File: config.mk
export PLATFORM = sky130hd
export DESIGN_NAME = stream_scheduler
export DESIGN_NICKNAME = d
export VERILOG_FILES = /design/src/rtl/lbm_pkg.sv /design/src/rtl/d2q9_neighbor.sv /design/src/rtl/stream_scheduler.sv
export SDC_FILE = /design/constraint.sdc
export NUM_CORES = 1
export LEC_CHECK = 0
export ABC_AREA = 1
export CORE_MARGIN = 2
export CORE_UTILIZATION = 35
export CTS_BUF_LIST = sky130_fd_sc_hd__clkbuf_16
export DETAILED_ROUTE_END_ITERATION = 7
export PLACE_DENSITY = 0.59
export SYNTH_ARGS = -nofsm -noshare
export SYNTH_HDL_FRONTEND = slang
export SYNTH_HIERARCHICAL = 1
export SYNTH_SLANG_ARGS = --single-unit
File: constraint.sdc
create_clock -name Clk -period 3.9 [get_ports Clk]
set_input_delay 0.78 -clock Clk [delete_from_list [all_inputs] [get_ports Clk]]
set_output_delay 0.78 -clock Clk [all_outputs]
set_load 0.05 [all_outputs]
File: src/rtl/lbm_pkg.sv
// lbm_pkg: shared D2Q9 lattice constants, direction tables and scheduler state encoding
//   D2Q9_Q        number of lattice directions
//   D2Q9_DX/DY    signed unit offsets per direction index
//   sched_state_t stream scheduler FSM states
package lbm_pkg;
   localparam int D2Q9_Q = 9;
   localparam logic signed [1:0] D2Q9_DX [D2Q9_Q] = '{2'b00, 2'b01, 2'b00, 2'b11, 2'b00, 2'b01, 2'b11, 2'b11, 2'b01};
   localparam logic signed [1:0] D2Q9_DY [D2Q9_Q] = '{2'b00, 2'b00, 2'b01, 2'b00, 2'b11, 2'b01, 2'b01, 2'b11, 2'b11};
   typedef enum logic [1:0] {IDLE, ISSUE, DONE} sched_state_t;
endpackage

File: src/rtl/d2q9_neighbor.sv
// d2q9_neighbor: combinational neighbour address and in-grid flag for one D2Q9 direction
//   x, y   source node coordinates
//   dir    direction index 0..8
//   addr   neighbour node address {y+dy, x+dx}
//   valid  neighbour lies inside the grid (no wrap-around)
module d2q9_neighbor
   import lbm_pkg::*;
#(
   parameter int GRID_X = 16,
   parameter int GRID_Y = 16,
   localparam int XW = $clog2(GRID_X),
   localparam int YW = $clog2(GRID_Y)
) (
   input  logic [XW-1:0]    x,
   input  logic [YW-1:0]    y,
   input  logic [3:0]       dir,
   output logic [XW+YW-1:0] addr,
   output logic             valid
);
   logic signed [1:0] dx, dy;
   logic [XW:0] nx;
   logic [YW:0] ny;
   assign dx = D2Q9_DX[dir];
   assign dy = D2Q9_DY[dir];
   // One extra bit: both -1 and GRID_X land with the top bit set, flagging out-of-grid.
   assign nx = {1'b0, x} + {{(XW-1){dx[1]}}, dx};
   assign ny = {1'b0, y} + {{(YW-1){dy[1]}}, dy};
   assign valid = !nx[XW] && !ny[YW];
   assign addr = {ny[YW-1:0], nx[XW-1:0]};
endmodule

File: src/rtl/stream_scheduler.sv
// stream_scheduler: issues one f_in write per in-grid D2Q9 neighbour of a latched node
//   Clk, Reset   clock, asynchronous active-low reset
//   start        request to stream node_addr (accepted only when idle)
//   node_addr    source node index {y, x}
//   wr_ready     f_in memory accepts the write this cycle
//   fin_we       f_in write enable
//   fin_addr     destination neighbour address
//   fin_dir      direction index, selects f_out register and f_in bank
//   busy         operation in progress (ISSUE or DONE)
//   done         one-cycle completion pulse
//   wr_count     writes accepted for the last or current node
module stream_scheduler
   import lbm_pkg::*;
#(
   parameter int DATA_WIDTH = 32,
   parameter int GRID_X = 16,
   parameter int GRID_Y = 16,
   parameter int GRID_DIM = GRID_X * GRID_Y,
   parameter int ADDRESS_WIDTH = $clog2(GRID_DIM)
) (
   input  logic                     Clk,
   input  logic                     Reset,
   input  logic                     start,
   input  logic [ADDRESS_WIDTH-1:0] node_addr,
   input  logic                     wr_ready,
   output logic                     fin_we,
   output logic [ADDRESS_WIDTH-1:0] fin_addr,
   output logic [3:0]               fin_dir,
   output logic                     busy,
   output logic                     done,
   output logic [3:0]               wr_count
);
   localparam int XW = $clog2(GRID_X);
   localparam logic [3:0] LAST_DIR = 4'(D2Q9_Q - 1);
   // A grid that is not a power of two cannot be addressed by concatenation, so it never starts.
   localparam bit CFG_OK = DATA_WIDTH > 0 && (GRID_X & (GRID_X - 1)) == 0 && (GRID_Y & (GRID_Y - 1)) == 0;
   sched_state_t state, state_n;
   logic [3:0] dir;
   logic [ADDRESS_WIDTH-1:0] addr_q, nb_addr;
   logic nb_valid, accept, advance;
   d2q9_neighbor #(.GRID_X(GRID_X), .GRID_Y(GRID_Y)) u_nb (
      .x(addr_q[XW-1:0]),
      .y(addr_q[ADDRESS_WIDTH-1:XW]),
      .dir(dir),
      .addr(nb_addr),
      .valid(nb_valid)
   );
   always_comb begin
      accept = state == IDLE && start && CFG_OK;
      advance = state == ISSUE && (!nb_valid || wr_ready);
      state_n = state;
      case (state)
         IDLE:    state_n = accept ? ISSUE : IDLE;
         ISSUE:   state_n = advance && dir == LAST_DIR ? DONE : ISSUE;
         default: state_n = IDLE;
      endcase
   end
   always_ff @(posedge Clk or negedge Reset) begin
      if (!Reset) begin
         state <= IDLE;
         dir <= '0;
         addr_q <= '0;
         wr_count <= '0;
      end else begin
         state <= state_n;
         if (accept) begin
            addr_q <= node_addr;
            dir <= '0;
            wr_count <= '0;
         end else if (advance) begin
            dir <= dir == LAST_DIR ? 4'd0 : dir + 4'd1;
            wr_count <= nb_valid ? wr_count + 4'd1 : wr_count;
         end
      end
   end
   assign fin_we = state == ISSUE && nb_valid;
   assign fin_addr = state == ISSUE ? nb_addr : '0;
   assign fin_dir = state == ISSUE ? dir : 4'd0;
   assign busy = state != IDLE;
   assign done = state == DONE;
endmodule

==> results.toml, run 1 <==
[synthesis]
ys_types = 20
avgSynthCellArea_um2 = 6.83
synth_nets = 231
ys_seq_area_share_pct = 32.5
synth_compound_area_share_pct = 3.25
synth_warnings = 6
synthAdderAreaFrac_pct = 15.5
muxShareOfSynthArea_pct = 0
syn_inst = 203
yosys.area_share.simple_pct = 34.9
yosys.area_share.xor_xnor_pct = 3.16
synth_top_area_cell = "dfrtp_1"
synthTopCellsByArea = "dfrtp_1 32%, nand2_1 20%, ha_1 13%"
synth_seq_cells = 18
yosysTopAreaCellShare_pct = 32.5
synth_top_family_by_area = "simple AND/OR/NAND/NOR gates"
syn_area_um2 = 1390

[clock_network]
clock_path_buffers = 2
cts_buffers = 3
cts-root-buf = "clkbuf_16"
clk_latency_ps = 250
path_clk_slew_ps = 50
htreeDepth = 1
cts_tree = "built"
postCtsSetupBuffers = 0
postCtsHoldBufs = 0
clock_sinks = 18
post_cts_resized = 0

[timing]
relSlewSlack_pct = 44.0
maxSlewViolCount = 0
finalSetupViolCount = 0
hold_viol_final = 0
tightest_slew_ps = 838
skew_ps = 1.95
fin_crit_sh_pct = 94.8
min_period_ps = 3700
tns_ps = 0
fmax_ghz = 0.270
rsz0062_at_grt = "false"

[final_layout]
multi_input_area_um2 = 788
layout-drive-gt1-share_pct = 5.13
nets = 264
fin_util_pct = 48.8
fill_cells = 403
n_antenna_cell = 0
area_growth_pct = 31.8
seqCellArea_um2 = 450

[worst_setup_path]
worstSetupStartpointType = "flip-flop"
crit_path_end_kind = "primary output"
reg2reg_to = "wr_count[2]$_DFFE_PN0P_"
critPathBufInv = 3
worst-path-max-fanout = 7
crit_chain = "inv_1 > ha_1 > or2_2 > ha_1 > fa_1 > inv_1 > nor2_1 > clkdlybuf4s50_1"
crit_arrival_ps = 2920
critPathKind = "reg2out"
critPathRequiredTime_ps = 3120
rr_startpoint = "dir[1]$_DFFE_PN0P_"
critPathTopFamily = "buffers and inverters"
worst_path_max_delay_cell = "clkdlybuf4s50_1"
worstRegToRegCells = 19
slowest_delay_ps = 830
reg2reg_slack_ps = 1160
worstSetupStartpoint = "dir[0]$_DFFE_PN0P_"

[hold_path]
hold_end = "addr_q[7]$_DFFE_PN0P_"
whs_path_depth = 2
min_path_type = "reg2reg"
min_from = "addr_q[7]$_DFFE_PN0P_"

[global_routing]
grt_max_degree = 19
grt_pass1_vias = 1133
grt_antenna_before_repair = 0
grt_pass1_wl_mm = 4.96
grt_overflow = 0
track_usage_pct = 14.7

[flow_run]
drv_cap = 0

[route]
wirelength_mm = 2.83
drc = 0
detail_route.wl_per_cell_um = 10.0
drtAntennaViolNets = 0
viasPerCell = 4.42
drt-initial-drc-count = 31
dr.pass1.iters = 4
vias = 1246

[floorplanning]
coreArea_um2 = 3740
io_pins = 31
die_h_um = 66.9
die_w_um = 66.9
initial_core_util_pct = 37.0
rows = 22
die_area_um2 = 4480

[placed_design]
io_buffers = 30
gp_congestion = 0.759
dpl.hpwl_mm = 2.22

[run_status]
outcome = "complete, no violations"
[layer usage]
layer,track usage (%),wire (um),up-vias
met3,2.03,83,2
met1,20.0,1440,548
met5,0,0,-
met2,23.1,1290,17
li1,-,-,679
met4,6.12,22,0
[synth_stat cells]
library cell and n:
inv_1 33, nand4_1 4, o21ai_0 5, or2_1 2
buf_2 1, inv_2 3, ha_1 14, nor2_2 1
buf_4 1, nor2_1 22, nor2_4 1, xnor2_1 1
nand2_1 74, nand3_1 10, dfrtp_1 18, fa_1 2
a21oi_1 4, nand2_2 2, xor2_1 4, or2_2 1
[cells in the final DEF (no fill, tap or decap), drive strengths merged]
master         instances
buf                    1
nand2                 76
or2                    3
nand3                 10
fa                     2
dlymetal6s2s           3
dfrtp                 18
nor2                  24
o21ai                  5
inv                   36
a21oi                  4
clkbuf                 3
xor2                   4
clkdlybuf4s50         26
nand4                  4
ha                    14
xnor2                  1
[registers in the layout, indices dropped and copies added, names as in the netlist]
| name | count |
|---|---|
| addr_q | 8 |
| state | 2 |
| dir | 4 |
| wr_count | 4 |
[kinds of logic after synthesis]
logic type	count (synthesis)
XOR/XNOR	5
adder cells (fa/ha/maj)	16
AND/OR/NAND/NOR	117
flip-flops	18
buffers and inverters	38
AO/OA/AOI/OAI	9
[per-stage QoR]
| step | hold WS (ps) | instances | worst slack [ps] | instance area [um2] |
|---|---|---|---|---|
| floorplan | 455 | 203 | 724 | 1390 |
| global placement | 476 | 279 | 388 | 1740 |
| detailed placement | 474 | 279 | 379 | 1740 |
| CTS | 492 | 282 | 94.0 | 1820 |
| global route | 525 | 282 | 40.5 | 1830 |
| finish | 489 | 282 | 201 | 1830 |
[how the worst max path moves through the flow]
stage | to | slack [ps] | cells past startpoint
6_report | fin_addr[5] | 200 | 8
5_1_grt | fin_addr[3] | 40 | 12
4_1_cts | fin_addr[7] | 90 | 12
3_5_place_dp | fin_addr[6] | 380 | 9
3_3_place_gp | fin_addr[6] | 390 | 9
2_1_floorplan | fin_addr[6] | 720 | 8
[tightest hold or removal path, delay by kind of cell, from the launching register on]
family / cells / cell delay, ps
flip-flops: 1 / 350
AND/OR/NAND/NOR: 2 / 110
[final cells by class]
cell class	count	area share, %
inverters	36	7.40
repair buffers	30	17.4
well taps	48	3.29
flip-flops and latches	18	24.7
clock buffers	3	4.11
multi-input cells	147	43.2
Power of run 1 is not shown: default switching activity piles up to over one toggle a cycle in this logic, so the estimate is an artifact.
==> inputs of run 2 (changes only) <==
Settings changed: PLACE_DENSITY 0.59 to 0.6, SYNTH_HIERARCHICAL 1 to unset.
==> results.toml, run 2 <==
[clock_network]
cts-root-buf = "clkbuf_16"
path_clk_slew_ps = 60
cts_buffers = 3
clock_sinks = 18
postCtsHoldBufs = 0
clk_latency_ps = 250
clock_path_buffers = 2
cts_tree = "built"
htreeDepth = 1

[synthesis]
synth_edf_count = 0
ys_types = 25
synth_warnings = 0
syn_area_um2 = 1300
synthTopCellsByArea = "dfrtp_1 35%, nand2_1 16%, ha_1 12%"
synth_top_area_cell = "dfrtp_1"
ys_seq_area_share_pct = 34.6
ys_async_sr_fraction_pct = 100
yosysTopAreaCellShare_pct = 34.6
ys_top_cells_by_count = "54 x nand2_1, 23 x nor2_1, 18 x dfrtp_1, 18 x inv_1, 12 x ha_1"
synth_seq_cells = 18
synth_nets = 203
synth.most_common_cell = "nand2_1"
synth_ff_type = "dfrtp_1"
avgSynthCellArea_um2 = 7.35
syn_inst = 177

[timing]
min_period_ps = 3650
finalSetupViolCount = 0
hold_viol_final = 0
skew_ps = 3.87
relSlewSlack_pct = 43.4
fin_crit_sh_pct = 93.6
fin_ws_ps = 251
tns_ps = 0
maxSlewViolCount = 0
tightest_slew_ps = 847
rsz0062_at_grt = "false"
fmax_ghz = 0.274

[floorplanning]
die_w_um = 65.0
initial_core_util_pct = 36.1
io_pins = 31
die_area_um2 = 4220
die_h_um = 65.0
rows = 22
coreArea_um2 = 3610

[global_routing]
grt_pass1_vias = 1096
grt_overflow = 0
use_met2_pct = 23.7
track_usage_pct = 15.5
grt_pass1_wl_mm = 4.92
grt_max_degree = 19
gr-max-usage-layer = "met2"
grt_use_met3_pct = 2.26
grt_antenna_before_repair = 0
grtUsageMet1_pct = 20.9

[worst_setup_path]
path_common_cell = "inv_1"
worst-path-max-fanout = 5
worst_path_max_delay_cell = "clkdlybuf4s50_1"
crit_path_end_kind = "primary output"
crit_chain = "inv_1 > ha_1 > inv_1 > nand2_1 > nand2_2 > inv_2 > fa_1 > inv_1 > o21ai_0 > a21oi_1 > clkdlybuf4s50_1"
rr_startpoint = "dir[0]$_DFFE_PN0P_"
critPathKind = "reg2out"
crit_arrival_ps = 2870
critPathRequiredTime_ps = 3120
worstSetupStartpoint = "dir[0]$_DFFE_PN0P_"
worstSetupStartpointType = "flip-flop"
slowest_delay_ps = 810

[route]
drtAntennaViolNets = 0
dr.pass1.iters = 4
drt-initial-drc-count = 41
viasPerCell = 4.52
detail_route.wl_per_cell_um = 11.1
wirelength_mm = 2.87
drc = 0
vias = 1167

[placed_design]
io_buffers = 30
dpl_worst_slack_ps = 473
gp_congestion = 0.848
dpl.hpwl_mm = 2.15
dpl_cell_area_um2 = 1660

[final_layout]
reg.largest.list = "addr_q (8), dir (4), wr_count (4)"
nets = 237
area_growth_pct = 33.7
fill_cells = 382
layout_commonest_cell = "nand2_1"
layout-drive-gt1-share_pct = 9.52
finish.instance_area_um2 = 1740
top_register = "addr_q"
final_cell_mix = "54 x nand2_1, 28 x clkdlybuf4s50_1, 23 x nor2_1"
largest_reg_flops = 8
n_antenna_cell = 0

[run_status]
outcome = "complete, no violations"

[hold_path]
min_path_type = "reg2reg"
min_from = "addr_q[6]$_DFFE_PN0P_"

[flow_run]
drv_cap = 0
[run 2: changes by cell type in the layout (fill, tap and decap cells not counted), moves of 2 or more]
cell and delta:
nand2_2 +3, buf_4 +2, nand3_2 +2, o21ai_1 +3, ha_1 -2, dlymetal6s2s_1 -2, nand2_4 +2, nand4_1 -3
nand2_1 -20, clkdlybuf4s50_1 +2, inv_1 -15, clkinv_1 +2
[run 2: worst max-delay path, delay by kind of cell (launching register included)]
kind	cells	cell delay, ps
and+or+nand+nor	2	190
buffers and inverters	5	1140
AOI/OAI and AO/OA	2	220
adders and majority gates	2	680
DFF	1	400
[run 2: cells by family after synthesis]
group                      count (synthesis)  synth area share (%)
buffers and inverters                     24                  7.02
adders and majority gates                 14                  14.6
DFF                                       18                  34.6
AOI/OAI and AO/OA                         17                  7.02
xor gates and xnor gates                   4                  2.69
and+or+nand+nor                          100                  34.0
[run 2: metrics by stage]
step                hold WS [ps]  cells  utilization, %
floorplan                    455    177               -
global placement             474    254            46.0
detailed placement           477    254            46.0
CTS                          491    258            48.2
global route                 504    258            48.2
finish                       489    258            48.2
[run 2: repair_timing]
| item | CTS | global route |
|---|---|---|
| setup buffers | 0 | 0 |
| setup endpoints to repair | 0 | 1 |
| resized for setup | 0 | 1 |
| hold endpoints to repair | 0 | 0 |
[run 2: worst paths after layout]
| check | slack [ps] | end | cells past startpoint |
|---|---|---|---|
| max reg2reg | 1420 | wr_count[1]$_DFFE_PN0P_ | 19 |
| max in group asynchronous | 2360 | addr_q[0]$_DFFE_PN0P_ | 1 |
| min in group asynchronous | 1010 | wr_count[1]$_DFFE_PN0P_ | 1 |
| max | 250 | fin_addr[6] | 11 |
| min | 490 | addr_q[6]$_DFFE_PN0P_ | 2 |
| min reg2reg | 490 | addr_q[6]$_DFFE_PN0P_ | 2 |
[run 2: final cells by class]
cell class | instances | area (um2) | area share, %
clock inverter | 1 | 3.75 | 0.216
tap | 48 | 60.1 | 3.45
timing repair buffer | 31 | 308 | 17.7
multi-input combinational | 135 | 759 | 43.7
sequential | 18 | 450 | 25.9
inverter | 22 | 82.6 | 4.75
clock buffer | 3 | 75.1 | 4.32
[run 2: metal layers]
layer	wire length [um]	share of wire [%]
met2	1220	43
met1	1480	52
met5	0	0
met4	59	2.1
met3	106	3.7
Power of run 2 is left out for the same reason.
==> variant (config.mk and constraints of run 2) <==
`GRID_X` is set to 16 in 2 places; all go to 32.
--- a/src/rtl/d2q9_neighbor.sv
+++ b/src/rtl/d2q9_neighbor.sv
@@ -6,7 +6,7 @@
 module d2q9_neighbor
    import lbm_pkg::*;
 #(
-   parameter int GRID_X = 16,
+   parameter int GRID_X = 32,
    parameter int GRID_Y = 16,
    localparam int XW = $clog2(GRID_X),
    localparam int YW = $clog2(GRID_Y)
--- a/src/rtl/stream_scheduler.sv
+++ b/src/rtl/stream_scheduler.sv
@@ -13,7 +13,7 @@
    import lbm_pkg::*;
 #(
    parameter int DATA_WIDTH = 32,
-   parameter int GRID_X = 16,
+   parameter int GRID_X = 32,
    parameter int GRID_Y = 16,
    parameter int GRID_DIM = GRID_X * GRID_Y,
    parameter int ADDRESS_WIDTH = $clog2(GRID_DIM)
Interface: changed (resized fin_addr and node_addr); port bits go from 31 to 33. The function was not compared with the original's and may differ.
==> variant against run 2 <==
- worst hold slack lost 0.0054 ns
- synthesized area grew 4.9%
- critical endpoint is now fin_addr[7]
- first-iteration DRC count shrank 4.9%
- setup slack gained 0.024 ns
- register-to-register slack lost 0.14 ns
- wire length is essentially flat
- cell area grew 3.5%
- clock skew grew 0.00085 ns
- maximum frequency grew 0.65%
- sequential cell count grew 1
Power is not shown: default switching activity piles up to over one toggle a cycle in this logic, so the estimate is an artifact.
==> variant: results <==
[setup_path]
reg2reg_slack_ns = 1.28
max_stage_delay_ns = 0.81
critPathCapture = fin_addr[7]
setup.worst_path.start = dir[0]
crit_path_max_fanout = 5
rr_worst_depth = 14
r2r-end = dir[2]
critical_path_arrival_ns = 2.84
cp_slowest_cell = clkdlybuf4s50_1

[min_path]
hold_path.class = flop to flop
hold_depth = 2
worstHoldStart = addr_q[0]

[yosys]
seq_area_frac_synth_pct = 34.8
yosysWarnings = 0
ys_async_sr_fraction_pct = 100
synth_nets = 210
ys_types = 21
yosys_most_used_dff = dfrtp_1
ys_top_cells_by_count = 51 x nand2_1, 27 x inv_1, 23 x nor2_1, 19 x dfrtp_1, 13 x ha_1
synth_area_leaders = dfrtp_1 35%, nand2_1 14%, ha_1 12%

[status]
status = finished clean

[cells_and_area]
reg_top3 = addr_q: 9 flops, dir: 4 flops, wr_count: 4 flops
diodes = 0
drive_gt1_share_pct = 5.61
nets = 243

[global_route]
grt_first_pass_wirelength_mm = 5.06
grt_start_max_net_pins = 20
grtUsageTotal_pct = 15.0
antenna_found_initial = 0
grt_pass1_vias = 1135

[clock_network]
clock_latency_ns = 0.25
htree_levels = 1
root_buffer = clkbuf_16
clockBufferDepth = 2
post-cts-setup-buffers = 0
cts_buffers = 3
clk_pin_slew_ns = 0.06

[route]
wl_per_cell_um = 10.9
dr.pass1.iters = 4
vias = 1180
drtIter0Drc = 39

[place]
numPortBuffers = 32
hpwl_mm = 2.22
gp_congestion = 0.750

[timing]
fin_skew_ns = 0.00472
max-slew-margin-rel_pct = 42.8
[variant: cell types whose count changed after synthesis, sizes merged, moves of 2 or more]
cell / run 2 / this run
clkbuf: 1 / 3
xor2: 4 / 8
a21oi: 5 / 7
nand2: 61 / 55
inv: 21 / 27
nor2: 25 / 23
[variant: what timing repair did]
action / 4_1_cts / 5_1_grt
setup endpoints to repair: 0 / 1
hold endpoints to repair: 0 / 0
gates resized for setup: 0 / 1
[variant: worst min-delay path by stage]
stage	to	slack (ns)
4_1_cts	addr_q[4]	0.49
3_3_place_gp	addr_q[7]	0.47
2_1_floorplan	addr_q[0]	0.46
6_report	addr_q[0]	0.48
5_1_grt	addr_q[0]	0.51
3_5_place_dp	addr_q[4]	0.48
[variant: critical path: cells and delay by family (launching register included)]
family	cells	cell delay, ns
flops	1	0.41
simple gates	1	0.09
fa+ha+maj	2	0.63
compound gates	1	0.20
buf+inv	4	1.11
xor+xnor	1	0.16
[variant: cells by family (layout without fill, tap and decap cells)]
kind of cell	count (synthesis)	in the layout	share of synthesized area, %
adder cells (fa/ha/maj)	15	15	14.8
XOR/XNOR	8	8	5.68
AO/OA/AOI/OAI	18	18	7.70
flip-flops	19	19	34.8
buffers and inverters	31	63	9.07
AND/OR/NAND/NOR	91	91	27.9
[variant: cell type report]
class                      count  area, um^2
fill                         377        1920
multi-input combinational    132         766
sequential                    19         475
timing repair buffer          32         318
inverter                      27         101
clock buffer                   3        75.1
tap                           48        60.1
clock inverter                 1        3.75
[variant: routing by layer]
metal	share of wire, %	vias up	global-route usage, %
li1	-	626	-
met4	1.0	0	4.59
met2	45	26	23.8
met1	51	525	21.0
met5	0	-	0
met3	3.6	3	2.53
[variant: per-stage QoR]
stage	util (%)	cells	hold WS (ns)	setup slack [ns]	area [um^2]
floorplan	-	182	0.455	0.686	1370
detailed placement	46.2	258	0.476	0.434	1720
global placement	46.2	258	0.474	0.474	1720
finish	48.4	262	0.483	0.275	1800
global route	48.4	262	0.511	0.0815	1800
CTS	48.4	262	0.491	0.167	1800
